**src/rtl/writeback_stage.sv**
```systemverilog
// -----------------------------------------------------------------------------
// writeback_stage
//
// Y86-64 pipeline write-back stage. Holds the W pipeline register, drives the
// register-file write ports (also the W-side forwarding sources for decode),
// reports program status and freezes the pipeline tail on the first retiring
// exception (HLT, ADR or INS).
//
// Optional feature: define WB_INSTRET_EN to add a retired-instruction counter
// (instret_o). The counter counts only instructions that retire with stat AOK.
//
// Ports:
//   clk_i          clock, all state updates on the rising edge
//   rst_n_i        synchronous active-low reset
//   W_stall_i      hold the W register contents
//   W_bubble_i     load a bubble into the W register (stall has priority)
//   M_stat_i       memory-stage status (BUB=0, AOK=1, HLT=2, ADR=3, INS=4)
//   M_icode_i      memory-stage icode
//   M_dstE_i       memory-stage E destination (RNONE=4'hF)
//   M_valE_i       memory-stage E value
//   M_dstM_i       memory-stage M destination
//   m_valM_i       data-memory read value
//   W_icode_o      registered icode
//   W_stat_o       registered status
//   W_dstE_o       E write register, forced to RNONE unless W stat is AOK
//   W_valE_o       registered valE
//   W_dstM_o       M write register, forced to RNONE unless W stat is AOK
//   W_valM_o       registered valM
//   stat_o         program status (BUB reported as AOK)
//   halt_o         pipeline halted
//   retire_o       one-cycle pulse per instruction entering W
//   instret_o      retired AOK instruction count (WB_INSTRET_EN only)
// -----------------------------------------------------------------------------
module writeback_stage #(
    parameter int DATA_W = 64,
    parameter int CNT_W  = 32
) (
    input  logic              clk_i,
    input  logic              rst_n_i,
    input  logic              W_stall_i,
    input  logic              W_bubble_i,
    input  logic [3:0]        M_stat_i,
    input  logic [3:0]        M_icode_i,
    input  logic [3:0]        M_dstE_i,
    input  logic [DATA_W-1:0] M_valE_i,
    input  logic [3:0]        M_dstM_i,
    input  logic [DATA_W-1:0] m_valM_i,
    output logic [3:0]        W_icode_o,
    output logic [3:0]        W_stat_o,
    output logic [3:0]        W_dstE_o,
    output logic [DATA_W-1:0] W_valE_o,
    output logic [3:0]        W_dstM_o,
    output logic [DATA_W-1:0] W_valM_o,
    output logic [3:0]        stat_o,
    output logic              halt_o,
    output logic              retire_o
`ifdef WB_INSTRET_EN
    ,
    output logic [CNT_W-1:0]  instret_o
`endif
);

    localparam logic [3:0] STAT_BUB = 4'd0;
    localparam logic [3:0] STAT_AOK = 4'd1;
    localparam logic [3:0] STAT_HLT = 4'd2;
    localparam logic [3:0] STAT_ADR = 4'd3;
    localparam logic [3:0] STAT_INS = 4'd4;
    localparam logic [3:0] INOP     = 4'h1;
    localparam logic [3:0] RNONE    = 4'hF;

    typedef enum logic {
        ST_RUN,
        ST_HALT
    } state_t;

    state_t              r_state;
    state_t              w_state_next;
    logic                w_load_m;
    logic                w_load_bub;
    logic                w_m_excp;
    logic                w_m_valid;

    logic [3:0]          r_stat;
    logic [3:0]          r_icode;
    logic [3:0]          r_dstE;
    logic [DATA_W-1:0]   r_valE;
    logic [3:0]          r_dstM;
    logic [DATA_W-1:0]   r_valM;
    logic                r_retire;

    // Status classes of the instruction arriving from M.
    assign w_m_excp  = (M_stat_i == STAT_HLT) || (M_stat_i == STAT_ADR) ||
                       (M_stat_i == STAT_INS);
    assign w_m_valid = (M_stat_i == STAT_AOK) || w_m_excp;

    // State register.
    // NOTE: sequential state uses non-blocking assignments so every flop
    // samples pre-edge values regardless of block ordering.
    always_ff @(posedge clk_i) begin
        if (!rst_n_i) begin
            r_state <= ST_RUN;
        end else begin
            r_state <= w_state_next;
        end
    end

    // Next-state and W-register load control. In HALT nothing loads, which
    // is what makes stall and bubble irrelevant there.
    always_comb begin
        // NOTE: defaults first so no path leaves a variable unassigned,
        // which would otherwise infer a latch.
        w_state_next = r_state;
        w_load_m     = 1'b0;
        w_load_bub   = 1'b0;
        case (r_state)
            ST_RUN: begin
                if (!W_stall_i) begin
                    if (W_bubble_i) begin
                        w_load_bub = 1'b1;
                    end else begin
                        w_load_m = 1'b1;
                        if (w_m_excp) begin
                            w_state_next = ST_HALT;
                        end
                    end
                end
            end
            ST_HALT: begin
                w_state_next = ST_HALT;
            end
            default: begin
                w_state_next = ST_RUN;
            end
        endcase
    end

    // W pipeline register.
    always_ff @(posedge clk_i) begin
        if (!rst_n_i) begin
            r_stat   <= STAT_BUB;
            r_icode  <= INOP;
            r_dstE   <= RNONE;
            r_valE   <= '0;
            r_dstM   <= RNONE;
            r_valM   <= '0;
            r_retire <= 1'b0;
        end else begin
            // A pulse only on an actual load, so a stalled instruction
            // retires exactly once.
            r_retire <= w_load_m && w_m_valid;
            if (w_load_bub) begin
                r_stat  <= STAT_BUB;
                r_icode <= INOP;
                r_dstE  <= RNONE;
                r_valE  <= '0;
                r_dstM  <= RNONE;
                r_valM  <= '0;
            end else if (w_load_m) begin
                r_stat  <= M_stat_i;
                r_icode <= M_icode_i;
                r_dstE  <= M_dstE_i;
                r_valE  <= M_valE_i;
                r_dstM  <= M_dstM_i;
                r_valM  <= m_valM_i;
            end
        end
    end

    // Excepting or bubble instructions never write or forward.
    assign W_dstE_o  = (r_stat == STAT_AOK) ? r_dstE : RNONE;
    assign W_dstM_o  = (r_stat == STAT_AOK) ? r_dstM : RNONE;
    assign W_icode_o = r_icode;
    assign W_stat_o  = r_stat;
    assign W_valE_o  = r_valE;
    assign W_valM_o  = r_valM;
    assign stat_o    = (r_stat == STAT_BUB) ? STAT_AOK : r_stat;
    assign halt_o    = (r_state == ST_HALT);
    assign retire_o  = r_retire;

`ifdef WB_INSTRET_EN
    logic [CNT_W-1:0] r_instret;

    // Counts on the cycle the pulse is visible; the halting instruction has
    // a non-AOK stat, so the count naturally holds once halted.
    always_ff @(posedge clk_i) begin
        if (!rst_n_i) begin
            r_instret <= '0;
        end else if (r_retire && (r_stat == STAT_AOK)) begin
            r_instret <= r_instret + CNT_W'(1);
        end
    end

    assign instret_o = r_instret;
`endif

endmodule

```
**config.mk**
```make
export PLATFORM = sky130hd
export DESIGN_NAME = writeback_stage
export DESIGN_NICKNAME = d
export VERILOG_FILES = /design/src/rtl/writeback_stage.sv
export SDC_FILE = /design/constraint.sdc
export NUM_CORES = 1
export LEC_CHECK = 0
export CAP_MARGIN = 20
export CORE_ASPECT_RATIO = 0.5
export CORE_MARGIN = 2
export CORE_UTILIZATION = 41
export DETAILED_ROUTE_END_ITERATION = 10
export PLACE_DENSITY_LB_ADDON = 0.08
export SETUP_SLACK_MARGIN = 0.2
export SYNTH_ARGS = -nofsm -noshare
export SYNTH_HDL_FRONTEND = slang
export SYNTH_SLANG_ARGS = --single-unit
```
**constraint.sdc**
```tcl
create_clock -name clk_i -period 4.2 [get_ports clk_i]
set_input_delay 0.84 -clock clk_i [delete_from_list [all_inputs] [get_ports clk_i]]
set_output_delay 0.84 -clock clk_i [all_outputs]
set_load 0.02 [all_outputs]
```
==> results of run 1 <==
-- cells in the mapped netlist (all sizes together) --
| library cell | n |
|---|---|
| a21oi | 135 |
| and2 | 1 |
| buf | 28 |
| clkbuf | 21 |
| dfxtp | 146 |
| inv | 1 |
| mux2i | 1 |
| nand2 | 289 |
| nand2b | 9 |
| nand3 | 9 |
| nor2 | 1 |
| nor3 | 3 |
| o31a | 1 |
| o31ai | 1 |
| o41ai | 1 |
| or2 | 1 |
| or3 | 1 |
| xor2 | 1 |
-- critical path, stage by stage, from the launching register on --
cell and delay (ns):
dfxtp_1 0.34, nor3_1 0.22, and2_1 0.38, nand2b_1 0.10, clkdlybuf4s50_1 0.57
-- stage by stage --
| step | hold WS, ns | setup slack (ns) | util (%) | area, um2 |
|---|---|---|---|---|
| after detailed placement | 0.446 | 1.24 | 67.9 | 8160 |
| after CTS | 0.454 | 1.32 | 73.1 | 8780 |
| final | 0.451 | 1.34 | 73.1 | 8780 |
| after global routing | 0.466 | 1.26 | 73.1 | 8780 |
| after floorplan | 0.432 | 2.33 | - | 5130 |
| after global placement | 0.440 | 1.31 | 67.9 | 8160 |
-- where the power goes --
part,switching (uW),internal [uW]
Combinational,223,248
Sequential,27.0,1440
Clock,584,1010
-- registers in the layout, indices dropped and copies added, names as in the netlist --
name / count
halt_o: 1
W_valE_o: 64
retire_o: 1
r_dstM: 4
W_valM_o: 64
W_icode_o: 4
W_stat_o: 4
r_dstE: 4
-- final timing paths --
kind	endpoint	depth (start not counted)	startpoint
setup / recovery	W_dstE_o[0]	4	W_stat_o[3]
hold / removal	W_valM_o[29]	2	W_valM_o[29]
setup reg to reg	W_valE_o[31]	4	halt_o
hold reg to reg	W_valM_o[29]	2	W_valM_o[29]
-- logic make-up (layout without fill, tap and decap cells) --
group           Yosys count  count (layout)
flops                   146             146
simple gates            314             314
mux                       1               1
buf+inv                  50             337
xor+xnor                  1               1
compound gates          138             138
-- final cells by class --
| cell class | instances | area [um2] |
|---|---|---|
| fill | 895 | 3230 |
| timing repair buffer | 305 | 3050 |
| sequential | 146 | 2920 |
| multi-input combinational | 454 | 1980 |
| clock buffer | 19 | 443 |
| tap | 165 | 206 |
| clock inverter | 12 | 183 |
| inverter | 1 | 3.75 |
-- per-layer routing --
metal | up-vias | part of all wire, % | track usage (%)
met1 | 2385 | 39 | 25.5
met3 | 20 | 8.6 | 8.79
met4 | 0 | 1.8 | 8.13
li1 | 2637 | - | -
met5 | - | 0 | 0
met2 | 166 | 50 | 40.2
==> metrics.md, run 1 <==
| Metric | Value |
|---|---|
| Min Tclk post-route | 2.86 ns |
| Pin count of the biggest net entering global routing | 111 |
| Yosys warning count | 0 |
| PnR Total Power | 3530 uW |
| Compound-cell area share of the yosys netlist | 13.9% |
| Die height | 83.1 um |
| Vias in the first global route | 4,917 |
| Post-CTS sizing | 0 |
| Inst Count DP | 1,071 |
| Synth Area in Adders | 0% |
| Syn Area/Cell | 7.89 um2 |
| Worst skew pair latency | 0.40 ns |
| Synth top area share | 57.0% |
| Type of origin of the critical path | flop |
| Critical path required time | 3.36 ns |
| Wire length per cell | 14.4 um |
| Setup TNS | 0 ns |
| Ranking of synthesized cells by area | dfxtp_1, nand2_1, a21oi_1, buf_2, clkbuf_1 |
| Largest family of logic cells by synthesized area | simple AND/OR/NAND/NOR gates |
| Antenna cell count | 0 |
| Net Count, Synth | 798 |
| Clk root buf | clkbuf_16 |
| Slew Limit Fails | 0 |
| Via count | 5,208 |
| Count of cell types in the netlist | 22 |
| Die width | 162 um |
| Relative slew slack | 45.8% |
| Largest fanout on the critical path | 8 |
| CTS tree | yes |
| RePlAce Congestion | 0.768 |
| Number of I/O port buffers | 297 |
| Worst IR drop on VDD | 0.000337 V |
| Tcrit/Tclk final | 68.0% |
| Routed WL | 15,800 um |
| Initial antenna violation count | 0 |
| Outcome | finished clean |
| Core Area | 0.0120 mm2 |
| Pin slew with the least headroom to its limit | 0.812 ns |
| Reg2reg setup slack | 2.23 ns |
| I/O pins | 298 |
| Max Cap Viol | 0 |
| Final ANT Viol Nets | 0 |
| Simple-gate portion of the synthesized area | 24.2% |
| Cell Count, Final, Fillers Out | 1,102 |
| Congestion Overflow GR | 0 |
| Drt pass-1 iters | 4 |
| Setup repair after global routing missed its margin | false |
| Post-synthesis sequential area ratio | 57.0% |
| Worst Setup End Kind | output port |
| Hold_buf cts | 0 |
| Area Overhead vs Synth | 71.2% |
| Setup-failing EPs final | 0 |
| GR Util All Layers | 22.9% |
| Most common cell after layout, fill and taps aside | clkdlybuf4s50_1 |
| Initial Utilization | 42.7% |
| Final-report hold violation count | 0 |
| Worst hold path class | flop to flop |
| Power Density | 402 mW/mm2 |
| CTS Buffer Depth | 2 |
| Post-Synthesis Cells | 650 |
| Nets | 1,073 |
| Syn Std Cell Area | 0.00513 mm2 |
| Fmax | 350 MHz |
| Post-Synth XOR/XNOR Area | 0.171% |
| Die area | 0.0135 mm2 |
| H-tree depth | 4 |
| Share of layout cells above drive strength 1 | 4.70% |
| Post-CTS Setup Repair Bufs | 0 |
| Leakage | 0.00315 uW |
| Critical path start-end classification | flop to output port |
| Number of CTS-inserted buffers | 17 |
| Largest area contributor in the netlist | dfxtp_1 |
| Detail Placement HPWL | 10,900 um |
| Row cnt | 28 |
| Sink Count | 146 |
| Drt drc | 0 |
| Post-synthesis register bit count | 146 |
| Iteration-0 DRC Markers | 310 |
| CP arrival | 2.02 ns |
| First-pass GRT wire length | 24,600 um |
| Vias per cell | 4.73 |
| Mux cell area share after synthesis | 0.195% |
| Commonest non-fill, non-tap cells in the layout | clkdlybuf4s50_1, nand2_1, dfxtp_1 |
| Reg clk slew, reported paths | 0.06 ns |
| Clk_skew | 0.00887 ns |
(Power assumes the default switching activity.)
==> inputs of run 2 (changes only) <==
CORE_UTILIZATION = 34   (was 41)
clock period = 2.6 ns   (was 4.2 ns; I/O delays follow)
==> run 2 against run 1 <==
Net effect: power grew 52%; sequential share of layout area shrank 0.27 points; sequential power grew 61%; worst setup slack lost 1.0 ns.
==> metrics.md, run 2 (synthesis results as in run 1) <==
| Metric | Value |
|---|---|
| Outcome | finished clean |
| R2R depth | 5 (+1) |
| Pin count of the biggest net entering global routing | 75 (-32%) |
| Worst skew pair latency | 0.41 ns (about the same) |
| Type of origin of the critical path | flop |
| Vias in the first global route | 4,882 (-0.71%) |
| Post-CTS Setup Repair Bufs | 0 (unchanged) |
| Number of I/O port buffers | 297 (unchanged) |
| Worst IR drop on VDD | 0.000410 V (+22%) |
| Drt pass-1 iters | 4 (unchanged) |
| Final-report hold violation count | 0 (unchanged) |
| Die height | 90.8 um (+9.3%) |
| Core Area | 0.0146 mm2 (+21%) |
| Max Cap Viol | 0 (unchanged) |
| Filler instances | 1,366 (+53%) |
| Drt drc | 0 (unchanged) |
| Critical path required time | 2.08 ns (-1.28 ns) |
| PnR Total Power | 5370 uW (+52%) |
| Nets | 1,076 (+0.28%) |
| Worst Setup EP | W_dstM_o[0] |
| Largest fanout on the critical path | 8 (unchanged) |
| CP arrival | 1.77 ns (-0.25 ns) |
| Min Tclk post-route | 2.29 ns |
| Vias per cell | 4.52 (-4.3%) |
| CTS Buffer Depth | 2 (unchanged) |
| Relative slew slack | 75.6% (+30 points) |
| Leakage | 0.00314 uW (-0.30%) |
| Wire length per cell | 13.9 um (-3.2%) |
| Critical path start-end classification | flop to output port |
| RePlAce Congestion | 0.726 (-5.4%) |
| Slew Limit Fails | 0 (unchanged) |
| Clk_skew | 0.0129 ns (+0.00408 ns) |
| CTS tree | yes |
| Die area | 0.0161 mm2 (+20%) |
| Die width | 178 um (+9.6%) |
| Reg2reg setup slack | 0.93 ns (-1.30 ns) |
| Setup repair after global routing missed its margin | false |
| Final ANT Viol Nets | 0 (unchanged) |
| Clk root buf | clkbuf_16 |
| Iteration-0 DRC Markers | 213 (-31%) |
| Area Overhead vs Synth | 72.6% |
| Worst Setup End Kind | output port |
| H-tree depth | 4 (unchanged) |
| Congestion Overflow GR | 0 (unchanged) |
| I/O pins | 298 (unchanged) |
| Hold Startpoint | W_valM_o[28] |
| Setup-failing EPs final | 0 (unchanged) |
| Power Density | 606 mW/mm2 (+51%) |
| Most common cell after layout, fill and taps aside | clkdlybuf4s50_1 |
| Reg clk slew, reported paths | 0.06 ns (about the same) |
| Detail Placement HPWL | 11,000 um (+0.65%) |
| Tcrit/Tclk final | 87.9% |
| Setup TNS | 0 ns (unchanged) |
| Pin slew with the least headroom to its limit | 0.364 ns (-0.448 ns) |
| Sink Count | 146 (unchanged) |
| Initial Utilization | 35.2% (-7.5 points) |
| Via count | 5,149 (-1.1%) |
| R2r startpoint | halt_o |
| R2R Path End | W_valM_o[35] |
| First-pass GRT wire length | 25,000 um (+1.6%) |
| Worst hold path class | flop to flop |
| Commonest non-fill, non-tap cells in the layout | clkdlybuf4s50_1, nand2_1, dfxtp_1 |
| Row cnt | 31 (+11%) |
| Share of layout cells above drive strength 1 | 5.10% (+0.41 points) |
| Initial antenna violation count | 0 (unchanged) |
| GR Util All Layers | 19.4% (-3.5 points) |
| Routed WL | 15,800 um (unchanged) |
| Fmax | 438 MHz |
| Worst Setup SP | W_stat_o[3] |
| Antenna cell count | 0 (unchanged) |
| Number of CTS-inserted buffers | 17 (unchanged) |
run 2: cell types whose count changed in the layout (fill, tap and decap cells not counted), sizes merged:
cell / previous run / this run
clkdlybuf4s50: 297 / 290
bufinv: 4 / 0
dlygate4sd2: 0 / 4
buf: 8 / 11
dlymetal6s2s: 0 / 3
inv: 2 / 5
clkinvlp: 3 / 5
clkbuf: 19 / 20
clkinv: 4 / 3
run 2: worst max-delay path: stages, from the launching register on:
cell             delay [ns]
dfxtp_1                0.34
nor3_2                 0.20
and2_4                 0.22
nand2b_1               0.06
clkdlybuf4s50_1        0.54
run 2: final cells by class:
cell class / instances / area (um2) / share of cell area, %
Timing Repair Buffer: 308 / 3160 / 35.7
Sequential cell: 146 / 2920 / 33.0
Multi-Input combinational cell: 454 / 1990 / 22.4
Clock buffer: 20 / 437 / 4.93
Tap cell: 198 / 248 / 2.80
Clock inverter: 12 / 98.8 / 1.12
Inverter: 1 / 3.75 / 0.0424
run 2: per-layer routing:
layer  GRT usage [%]  share of wire [%]  up-vias
met5               0                  0        -
met4            7.04                1.6        0
met3            7.24                8.6       16
met2            32.6                 48      160
met1            22.5                 42     2342
li1                -                  -     2631
run 2: per-stage QoR:
step	hold WS, ns	utilization, %	setup WS, ns	std cells	cell area [um2]
final	0.450	60.7	0.314	1139	8850
after global placement	0.441	57.0	0.441	1107	8310
after detailed placement	0.446	57.0	0.415	1107	8310
after floorplan	0.432	-	1.05	650	5130
after CTS	0.454	60.6	0.201	1139	8840
after global routing	0.473	60.7	0.207	1139	8850
run 2: repair_timing:
item	4_1_cts	5_1_grt
endpoints found under the setup margin	8	4
gates cloned	0	0
resized for setup	6	4
hold buffers	0	0
run 2: worst min-delay path by stage:
| stage | end | slack (ns) | depth (start not counted) |
|---|---|---|---|
| 2_1_floorplan | r_dstE[0] | 0.43 | 2 |
| 3_3_place_gp | W_valE_o[36] | 0.44 | 2 |
| 3_5_place_dp | W_valM_o[10] | 0.45 | 2 |
| 4_1_cts | W_valM_o[30] | 0.45 | 2 |
| 5_1_grt | W_valM_o[14] | 0.47 | 2 |
| 6_report | W_valM_o[28] | 0.45 | 2 |
run 2: where the power goes:
part | internal, uW | switching [uW]
registers | 2320 | 43.0
clock network | 1240 | 981
logic | 420 | 363
